==> config.mk <==
export PLATFORM = sky130hd
export DESIGN_NAME = alu_arbiter
export DESIGN_NICKNAME = d
export VERILOG_FILES = /design/src/rtl/alu_arbiter.sv
export SDC_FILE = /design/constraint.sdc
export NUM_CORES = 1
export LEC_CHECK = 0
export ABC_AREA = 1
export CAP_MARGIN = 20
export CORE_MARGIN = 2
export CORE_UTILIZATION = 41
export CTS_BUF_LIST = sky130_fd_sc_hd__clkbuf_16
export DETAILED_ROUTE_END_ITERATION = 6
export PLACE_DENSITY_LB_ADDON = 0.12
export SETUP_SLACK_MARGIN = 0.02
export SYNTH_ARGS = -nofsm -noshare
export SYNTH_HDL_FRONTEND = slang
export SYNTH_SLANG_ARGS = --single-unit
==> constraint.sdc <==
create_clock -name clk -period 2.4 [get_ports clk]
set_input_delay 0.48 -clock clk [delete_from_list [all_inputs] [get_ports clk]]
set_output_delay 0.48 -clock clk [all_outputs]
set_load 0.01 [all_outputs]
==> src/rtl/alu_arbiter.sv <==
// alu_arbiter: shares one external combinational ALU between two requesters.
// A three-state controller (IDLE -> EXEC -> RESP) accepts one operation at a
// time, registers its operands onto the ALU bus, captures the result and flags
// one cycle later, and holds them as a response until the consumer takes it.
// Optional feature: define ALU_ARB_RR_EN for round-robin arbitration between
// simultaneous requests; without it requester 0 has fixed priority.

module alu_arbiter (
    input  logic        clk,
    input  logic        reset,

    // Requester 0
    input  logic        req0_valid,
    output logic        req0_ready,
    input  logic [31:0] req0_a,
    input  logic [31:0] req0_b,
    input  logic [1:0]  req0_op,

    // Requester 1
    input  logic        req1_valid,
    output logic        req1_ready,
    input  logic [31:0] req1_a,
    input  logic [31:0] req1_b,
    input  logic [1:0]  req1_op,

    // Shared ALU
    output logic [31:0] alu_a,
    output logic [31:0] alu_b,
    output logic [1:0]  alu_cntr,
    input  logic [31:0] alu_out,
    input  logic        alu_zero,
    input  logic        alu_overflow,
    input  logic        alu_carryout,
    input  logic        alu_negative,

    // Response
    output logic        rsp_valid,
    input  logic        rsp_ready,
    output logic        rsp_id,
    output logic [31:0] rsp_data,
    output logic [3:0]  rsp_flags
);

    typedef enum logic [1:0] {
        IDLE = 2'b00,
        EXEC = 2'b01,
        RESP = 2'b10
    } state_t;

    state_t state;
    state_t state_next;

    logic any_valid;
    logic grant_id;   // requester chosen this cycle (meaningful only when any_valid)
    logic accept;     // an operation is taken this cycle
    logic owner_id;   // requester owning the operation in flight

    assign any_valid = req0_valid | req1_valid;

`ifdef ALU_ARB_RR_EN
    // Requester granted at the most recent accept; resets to 1 so that
    // requester 0 wins the first contention.
    logic last_grant;

    // Round-robin choice: on contention favour whoever was not granted last.
    always_comb begin
        if (req0_valid && req1_valid) begin
            grant_id = ~last_grant;
        end else begin
            grant_id = ~req0_valid;
        end
    end

    // Remember the winner of every accept for the next contention.
    always_ff @(posedge clk) begin
        if (reset) begin
            last_grant <= 1'b1;
        end else if (accept) begin
            last_grant <= grant_id;
        end
    end
`else
    // Fixed priority: requester 0 wins whenever it is valid.
    always_comb begin
        grant_id = ~req0_valid;
    end
`endif

    // Handshakes are combinational; they are forced low while reset is high
    // because the synchronous reset has not yet been applied to the state.
    assign accept     = (state == IDLE) && any_valid && !reset;
    assign req0_ready = accept && !grant_id;
    assign req1_ready = accept &&  grant_id;
    assign rsp_valid  = (state == RESP) && !reset;

    // State register.
    always_ff @(posedge clk) begin
        // NOTE: sequential state uses non-blocking assignments so every
        // register samples the values from before the edge.
        if (reset) begin
            state <= IDLE;
        end else begin
            state <= state_next;
        end
    end

    // Next-state logic.
    always_comb begin
        // NOTE: the default assignment up front keeps every path covered, so
        // no latch is inferred for state_next.
        state_next = state;
        unique case (state)
            IDLE: if (any_valid)              state_next = EXEC;
            EXEC:                             state_next = RESP;
            RESP: if (rsp_valid && rsp_ready) state_next = IDLE;
            default:                          state_next = IDLE;
        endcase
    end

    // Operand bus: loaded only when an operation is accepted, held otherwise.
    always_ff @(posedge clk) begin
        if (reset) begin
            alu_a    <= '0;
            alu_b    <= '0;
            alu_cntr <= 2'b00;
            owner_id <= 1'b0;
        end else if (accept) begin
            alu_a    <= grant_id ? req1_a  : req0_a;
            alu_b    <= grant_id ? req1_b  : req0_b;
            alu_cntr <= grant_id ? req1_op : req0_op;
            owner_id <= grant_id;
        end
    end

    // Response capture at the end of EXEC; held through RESP until taken.
    always_ff @(posedge clk) begin
        if (reset) begin
            rsp_data  <= '0;
            rsp_flags <= 4'b0000;
            rsp_id    <= 1'b0;
        end else if (state == EXEC) begin
            rsp_data  <= alu_out;
            rsp_flags <= {alu_negative, alu_carryout, alu_overflow, alu_zero};
            rsp_id    <= owner_id;
        end
    end

endmodule

==> flow_metrics.tcl, run 1 <==
set metrics [dict create \
    grt_pass1_vias 5122 \
    postSynthCellCount 692 \
    io_pins 279 \
    ff2ff_setup_slack_ps 780 \
    ys_seq_area_share_pct 45.48 \
    synth.area.top_cells "dfxtp_1 (45%), nand2_1 (21%), nand3_1 (7.3%)" \
    wl_per_cell_um 14.33 \
    via_per_inst 4.947 \
    area_delta_synth_final_pct 64.47 \
    whs_ps 414.6 \
    synth_async_sr_flop_share_pct 0 \
    cts_buffers 9 \
    leakage_nw 3.224 \
    synth_common_cells "nand2_1 (267), dfxtp_1 (106), nor2_1 (77), nand3_1 (68), a21oi_1 (66)" \
    synth.distinct_cells 19 \
    port-buffer-count 278 \
    synthFlopType "dfxtp_1" \
    max_clock_freq_mhz 495.1 \
    finalCriticalPeriod_ps 2020 \
    relSlewSlack_pct 55.37 \
    design_area_sq_um 7674 \
    maxCapViolCount 0 \
    fp.coreArea_sq_um 10980 \
    nNetsFinal 1108 \
    via_count 5343 \
    dp_hpwl_mm 11.13 \
    cellPowerDensity_nw_per_um2 593.4 \
    row_count 38 \
    cp.required_ps 1920 \
    grt_pass1_wl_mm 25.28 \
    start_kind "flop" \
    synthMostInstantiatedCell "nand2_1" \
    cp_max_fo 4 \
    first_pass_iters 4 \
    synth_top_area_share_pct 45.48 \
    arrival_ps 1540 \
    drc 0 \
    antenna_found_initial 1 \
    drt-total-wl_mm 15.48 \
    finClkSkew_ps 8.589 \
    ant_nets 0 \
    fp.dieArea_sq_um 12250 \
    setup_viol 0 \
    drt-initial-drc-count 390 \
    cts-root-buf "clkbuf_16" \
    tightest_slew_ps 669.4 \
    insertion_delay_ps 340 \
    clk_pin_slew_ps 70 \
    synth.largest_area_cell "dfxtp_1" \
    htreeDepth 3 \
    num_antenna_cells 0 \
    path_class "reg -> out" \
    rsz0062_at_grt "false" \
    ys_ff_latch 106 \
    initial_utilization_pct 42.48 \
    min_path_type "in -> reg" \
    die_w_um 110.7 \
    cts.repair.resized 0 \
    clock-sinks 106 \
    grt_usage_pct 25.01 \
    place_area_sq_um 7372 \
    maxSlewViolCount 0 \
    period_share_pct 84.16 \
    yosys_warnings 0 \
    max-vdd-ir-drop_v 0.0004516 \
    clock_path_buffers 2 \
    grt_overflow 0 \
    drive_above_1_share_pct 3.511 \
    cts_hold_buf 0 \
    cp-end-kind "output port" \
    place_congestion 0.8394 \
    status "completed" \
    syn-num-nets 865 \
    cts_tree "done" \
    grt_max_degree 68 \
    setup_tns_ps 0 \
    synth_edf_count 0 \
    synth_area_sq_um 4666 \
    cts_setup_buffers 0 \
    die_y_um 110.7 \
    hold_violations 0 \
    synth_area_per_cell_sq_um 6.742 \
]
placed cells by master, fill, tap and decap left out:
cell | Yosys | layout
clkinvlp_4 | 0 | 1
nand3_1 | 68 | 68
clkinv_1 | 1 | 1
bufinv_16 | 0 | 1
nor2_1 | 77 | 76
o21ai_1 | 4 | 4
nor2_4 | 1 | 1
buf_2 | 30 | 2
clkdlybuf4s50_1 | 0 | 274
a21oi_1 | 66 | 66
nand2_1 | 267 | 267
clkbuf_16 | 0 | 9
inv_1 | 5 | 7
o22ai_1 | 1 | 1
o21ai_0 | 34 | 34
buf_4 | 11 | 10
inv_2 | 3 | 3
nor3_1 | 1 | 1
dlymetal6s2s_1 | 0 | 2
dfxtp_1 | 106 | 106
clkinv_4 | 0 | 2
inv_6 | 0 | 1
nor2_2 | 1 | 2
nand3_2 | 1 | 1
worst paths after layout:
kind / from / end / cells past startpoint
max: state[1] / rsp_valid / 3
min: reset / state[1] / 2
max reg2reg: state[1] / alu_a[14] / 6
min reg2reg: alu_b[10] / alu_b[10] / 2
area by class of cell:
cell class / instances / area, sq um
flip-flops and latches: 106 / 2122
clock inverters: 7 / 71.32
clock buffers: 9 / 225.2
fillers: 916 / 3309
repair buffers: 288 / 2853
well taps: 140 / 175.2
multi-input cells: 521 / 2193
inverters: 9 / 33.78
cells by family (layout without fill, tap and decap cells):
family | count (synthesis) | count (layout) | share of synthesized area, %
AO/OA/AOI/OAI | 105 | 105 | 11.29
buffers and inverters | 65 | 313 | 7.562
flip-flops | 106 | 106 | 45.48
AND/OR/NAND/NOR | 416 | 416 | 35.67
through the flow:
stage	utilization, %	power [mW]	instances	setup slack (ps)
floorplan	-	2.507	692	797.5
global placement	67.12	3.114	1064	39.54
global route	69.87	4.791	1080	261.1
detailed placement	67.12	3.140	1064	29.65
finish	69.87	4.554	1080	380.2
CTS	69.82	4.596	1080	30.11
flip-flops by register name (all words and copies together), names as in the netlist:
register / cells
alu_a: 32
alu_b: 32
rsp_data: 32
rsp_flags: 4
alu_cntr: 2
state: 2
owner_id: 1
rsp_id: 1
critical path: stages, from the launching register on:
cell	delay, ps
dfxtp_1	410
inv_1	80
nor3_1	130
clkdlybuf4s50_1	590
layer usage:
layer	up-vias	share of wire (%)	routed length [um]	GRT usage [%]
li1	2690	-	-	-
met1	2407	39	6028	28.26
met2	209	50	7745	44.05
met3	37	7.7	1193	7.053
met4	0	3.3	512	10.67
met5	-	0	0	0
report_power, final:
| part | total (mW) | switching, mW | internal (mW) |
|---|---|---|---|
| Combinational | 1.13 | 0.521 | 0.608 |
| Sequential | 1.97 | 0.0706 | 1.90 |
| Clock | 1.46 | 0.647 | 0.809 |
(Power assumes the default switching activity.)
==> run 2: changes to the inputs <==
--- a/config.mk
+++ b/config.mk
@@ -8,7 +8,7 @@
 export ABC_AREA = 1
 export CAP_MARGIN = 20
 export CORE_MARGIN = 2
-export CORE_UTILIZATION = 41
+export CORE_UTILIZATION = 38
 export CTS_BUF_LIST = sky130_fd_sc_hd__clkbuf_16
 export DETAILED_ROUTE_END_ITERATION = 6
 export PLACE_DENSITY_LB_ADDON = 0.12
==> constraint.sdc (replaced) <==
create_clock -name clk -period 2.1 [get_ports clk]
set_input_delay 0.42 -clock clk [delete_from_list [all_inputs] [get_ports clk]]
set_output_delay 0.42 -clock clk [all_outputs]
set_load 0.01 [all_outputs]
==> run 2 against run 1 <==
Net effect: sequential share of layout area is essentially flat; clock power grew 9.6%; final cell count grew 0.83%; sequential power grew 14%; sequential cell count is the same; first-iteration DRC count shrank 8.2%; wire length is essentially flat; critical endpoint is now req1_ready; largest power group unchanged; highest routed layer unchanged.
==> flow_metrics.tcl, run 2 (synthesis gave the netlist of run 1 again) <==
set metrics [dict create \
    critical_path.top_delay_family "buffers and inverters" \
    dp_hpwl_mm 11.31 \
    htreeDepth 3 \
    final_cell_mix "clkdlybuf4s50_1 (273), nand2_1 (267), dfxtp_1 (106)" \
    leakage_nw 3.208 \
    ant_nets 0 \
    whs_ps 441.5 \
    setup_ws_ps 149.1 \
    port-buffer-count 278 \
    grt_pass1_vias 5149 \
    grt_pass1_wl_mm 24.15 \
    min_path_type "in -> reg" \
    tightest_slew_ps 676.0 \
    design_area_sq_um 7675 \
    drt-total-wl_mm 15.49 \
    first_pass_iters 4 \
    cp_max_fo 2 \
    area_delta_synth_final_pct 64.49 \
    initial_utilization_pct 38.84 \
    finalCriticalPeriod_ps 1951 \
    cp.required_ps 1680 \
    cts_buffers 9 \
    dp_slack_ps -133.0 \
    grt_use_met3_pct 6.642 \
    period_share_pct 92.90 \
    worstPathCellList "clkdlybuf4s50_1, inv_1, nand2_1, nand3_2, inv_1, nand2_1, inv_1, clkdlybuf4s15_1" \
    grt_overflow 0 \
    rsz0062_at_grt "false" \
    arrival_ps 1530 \
    setup_viol 0 \
    max_clock_freq_mhz 512.6 \
    finClkSkew_ps 7.069 \
    slowest_delay_ps 500 \
    grt_max_degree 68 \
    status "completed" \
    fp.coreArea_sq_um 12010 \
    grt_usage_pct 22.98 \
    setup_tns_ps 0 \
    maxSlewViolCount 0 \
    via_count 5271 \
    place_area_sq_um 7396 \
    die_w_um 114.8 \
    start_kind "input pin" \
    nFillCells 1101 \
    clk_pin_slew_ps 70 \
    max-vdd-ir-drop_v 0.0004461 \
    place_congestion 0.7590 \
    reg_top3 "alu_a x32, alu_b x32, rsp_data x32" \
    hold_violations 0 \
    grt.met2_usage_pct 41.26 \
    gr-usage-met1_pct 25.24 \
    drt-initial-drc-count 358 \
    clock-sinks 106 \
    cts_tree "done" \
    mostFrequentLayoutCell "clkdlybuf4s50_1" \
    insertion_delay_ps 350 \
    row_count 40 \
    cellPowerDensity_nw_per_um2 668.8 \
    num_antenna_cells 0 \
    nNetsFinal 1110 \
    cts-root-buf "clkbuf_16" \
    antenna_found_initial 0 \
    wl_per_cell_um 14.23 \
    drc 0 \
    critPathBufInv 5 \
    via_per_inst 4.840 \
    relSlewSlack_pct 54.93 \
    crit_top_cell "inv_1" \
    maxCapViolCount 0 \
    clock_path_buffers 2 \
    fp.dieArea_sq_um 13180 \
    critPathSlowestCell "clkdlybuf4s50_1" \
    die_y_um 114.8 \
    busiest_layer "met2" \
    io_pins 279 \
    cp-end-kind "output port" \
    drive_above_1_share_pct 3.715 \
    path_class "in -> out" \
]
run 2: cell count changes in the layout (fill, tap and decap cells not counted), sizes merged:
cell,delta
dlymetal6s2s,-1
bufinv,-1
dlygate4sd2,+1
buf,+2
clkdlybuf4s15,+1
clkinv,+1
clkdlybuf4s50,-1
run 2: timing repair:
action                     4_1_cts  5_1_grt
resized for setup                2        2
setup endpoints to repair        2        2
pin swaps                        0        0
hold buffers                     0        0
buffers inserted                 0        0
run 2: through the flow:
stage	utilization [%]	total power, mW	instances
finish	63.90	5.133	1089
global route	63.90	5.396	1089
CTS	63.86	5.196	1089
detailed placement	61.57	3.592	1073
global placement	61.57	3.569	1073
floorplan	-	2.865	692
run 2: final timing paths:
path,cells past startpoint,to,from,slack (ps)
min reg2reg,2,alu_b[13],alu_b[13],460
max,8,req1_ready,req1_valid,150
min,4,state[0],reset,440
max reg2reg,6,alu_a[17],state[1],520
run 2: cell type report:
class	count	area, sq um	share of cell area, %
sequential	106	2122	27.65
clock buffer	9	225.2	2.934
timing repair buffer	290	2864	37.32
clock inverter	7	52.55	0.6847
inverter	9	33.78	0.4402
tap	147	183.9	2.396
multi-input combinational	521	2193	28.58
run 2: routing by layer:
layer	up-vias	share of wire [%]
li1	2694	-
met1	2341	39
met2	200	49
met3	36	8.0
met4	0	3.3
met5	-	0
run 2: tightest hold or removal path, cell delays in order:
cell and delay, ps:
buf_2 130, inv_2 70, nand3_2 80, inv_1 50
run 2: power breakdown:
part           internal, mW  switching (mW)  total, mW
clock network         0.816           0.780       1.60
registers              2.17          0.0784       2.25
logic                 0.696           0.594       1.29
total                  3.68            1.45       5.13
==> run 3: changes to the inputs <==
--- a/config.mk
+++ b/config.mk
@@ -11,7 +11,9 @@
 export CORE_UTILIZATION = 38
 export CTS_BUF_LIST = sky130_fd_sc_hd__clkbuf_16
 export DETAILED_ROUTE_END_ITERATION = 6
+export MAX_ROUTING_LAYER = met4
 export PLACE_DENSITY_LB_ADDON = 0.12
+export RECOVER_POWER = 50
 export SETUP_SLACK_MARGIN = 0.02
 export SYNTH_ARGS = -nofsm -noshare
 export SYNTH_HDL_FRONTEND = slang
==> run 3 against run 2 <==
Net effect: critical path type unchanged; highest routed layer unchanged; critical path depth is the same; sequential cell count is the same; wire length is essentially flat; combinational power shrank 3%; first-iteration DRC count shrank 4.7%.
==> flow_metrics.tcl, run 3 (synthesis gave the netlist of run 1 again) <==
set metrics [dict create \
    tightest_slew_ps 910.3 \
    cp-end-kind "output port" \
    nNetsFinal 1110 \
    hold_path_end "alu_b[27]" \
    fp.coreArea_sq_um 12010 \
    clock_path_buffers 2 \
    cts.repair.resized 2 \
    antenna_found_initial 0 \
    via_per_inst 4.834 \
    slowest_delay_ps 500 \
    crit_top_cell "inv_1" \
    hold_depth 2 \
    whs_ps 460.9 \
    setup_ws_ps 148.0 \
    final_cell_mix "nand2_1 (267), clkdlybuf4s50_1 (206), dfxtp_1 (106)" \
    cts_tree "done" \
    worstReg2RegStart "state[1]" \
    cts_hold_buf 0 \
    nFillCells 1101 \
    drt-total-wl_mm 15.50 \
    drc 0 \
    cts_setup_buffers 0 \
    wl_per_cell_um 14.23 \
    critPathBufInv 5 \
    path_class "in -> out" \
    place_congestion 0.7690 \
    ant_nets 0 \
    min_from "alu_b[27]" \
    grt_max_degree 68 \
    cp_max_fo 2 \
    period_share_pct 92.95 \
    dp_slack_ps -133.0 \
    first_pass_iters 4 \
    hold_violations 0 \
    clk_pin_slew_ps 70 \
    min_path_type "reg -> reg" \
    reg_top3 "alu_a x32, alu_b x32, rsp_data x32" \
    critPathSlowestCell "clkdlybuf4s50_1" \
    rsz0062_at_grt "false" \
    clock-sinks 106 \
    max_clock_freq_mhz 512.3 \
    fp.dieArea_sq_um 13180 \
    grt_pass1_vias 5172 \
    arrival_ps 1530 \
    drive_above_1_share_pct 3.291 \
    finalCriticalPeriod_ps 1952 \
    port-buffer-count 278 \
    via_count 5264 \
    cts_buffers 9 \
    grt_usage_pct 23.68 \
    setup_viol 0 \
    io_pins 279 \
    rr_worst_depth 6 \
    finClkSkew_ps 7.333 \
    area_delta_synth_final_pct 64.31 \
    grt_pass1_wl_mm 24.05 \
    relSlewSlack_pct 39.31 \
    die_w_um 114.8 \
    drt-initial-drc-count 341 \
    mostFrequentLayoutCell "nand2_1" \
    row_count 40 \
    htreeDepth 3 \
    max-vdd-ir-drop_v 0.0004409 \
    cts-root-buf "clkbuf_16" \
    die_y_um 114.8 \
    num_antenna_cells 0 \
    cp.required_ps 1680 \
    leakage_nw 3.397 \
    insertion_delay_ps 350 \
    maxCapViolCount 0 \
    final_util_pct 63.82 \
    critical_path.top_delay_family "buffers and inverters" \
    ff2ff_setup_slack_ps 530 \
    worstPathCellList "clkdlybuf4s50_1, inv_1, nand2_1, nand3_2, inv_1, nand2_1, inv_1, clkdlybuf4s15_1" \
    dp_hpwl_mm 11.31 \
    initial_utilization_pct 38.84 \
    status "completed" \
    maxSlewViolCount 0 \
    grt_overflow 0 \
    timing.rr.end "alu_a[17]" \
    cellPowerDensity_nw_per_um2 663.5 \
    start_kind "input pin" \
]
==> run 3: cell types whose count changed in the layout (fill, tap and decap cells not counted), sizes merged <==
cell / change
clkdlybuf4s50: -67
dlygate4sd3: +67
clkbuf: +3
buf: -3
==> run 3: worst max-delay path by stage <==
stage,slack [ps],startpoint,depth (start not counted),to
global route,40,req1_valid,8,req1_ready
floorplan,620,reset,7,req1_ready
global placement,-130,req1_valid,8,req1_ready
CTS,70,state[1],3,rsp_valid
finish,150,req1_valid,8,req1_ready
detailed placement,-130,req1_valid,8,req1_ready
==> run 3: area by class of cell <==
cell class,instances,area [sq um],area share [%]
clock buffers,9,225.2,2.938
clock inverters,7,52.55,0.6855
inverters,9,33.78,0.4407
multi-input cells,521,2191,28.58
flip-flops and latches,106,2122,27.68
well taps,147,183.9,2.399
repair buffers,290,2858,37.28
==> run 3: tightest hold or removal path, cell delays in order, from the launching register on <==
cell     delay (ps)
dfxtp_1         310
nand2_1          50
a21oi_1          50
==> run 3: layer usage <==
layer  GRT usage [%]  wire, um  vias up
met5               -         0        -
met4           10.12       511        0
met3           5.219      1001       37
met2           41.42      7580      191
met1           25.96      6407     2342
li1                -         -     2694
==> run 3: power breakdown <==
part | internal [mW] | total (mW) | leakage [nW] | switching, mW
logic | 0.657 | 1.25 | 2.40 | 0.595
registers | 2.17 | 2.24 | 0.868 | 0.0728
clock network | 0.816 | 1.59 | 0.133 | 0.777
total | 3.64 | 5.09 | 3.40 | 1.44
==> run 3: through the flow <==
stage                     std cells  area [sq um]  power (mW)  TNS [ps]
after floorplan                 692          4666       2.865         0
after global placement         1073          7396       3.569    -247.3
after detailed placement       1073          7396       3.592    -256.8
after CTS                      1089          7671       5.196         0
after global routing           1089          7666       5.351         0
final                          1089          7666       5.086         0
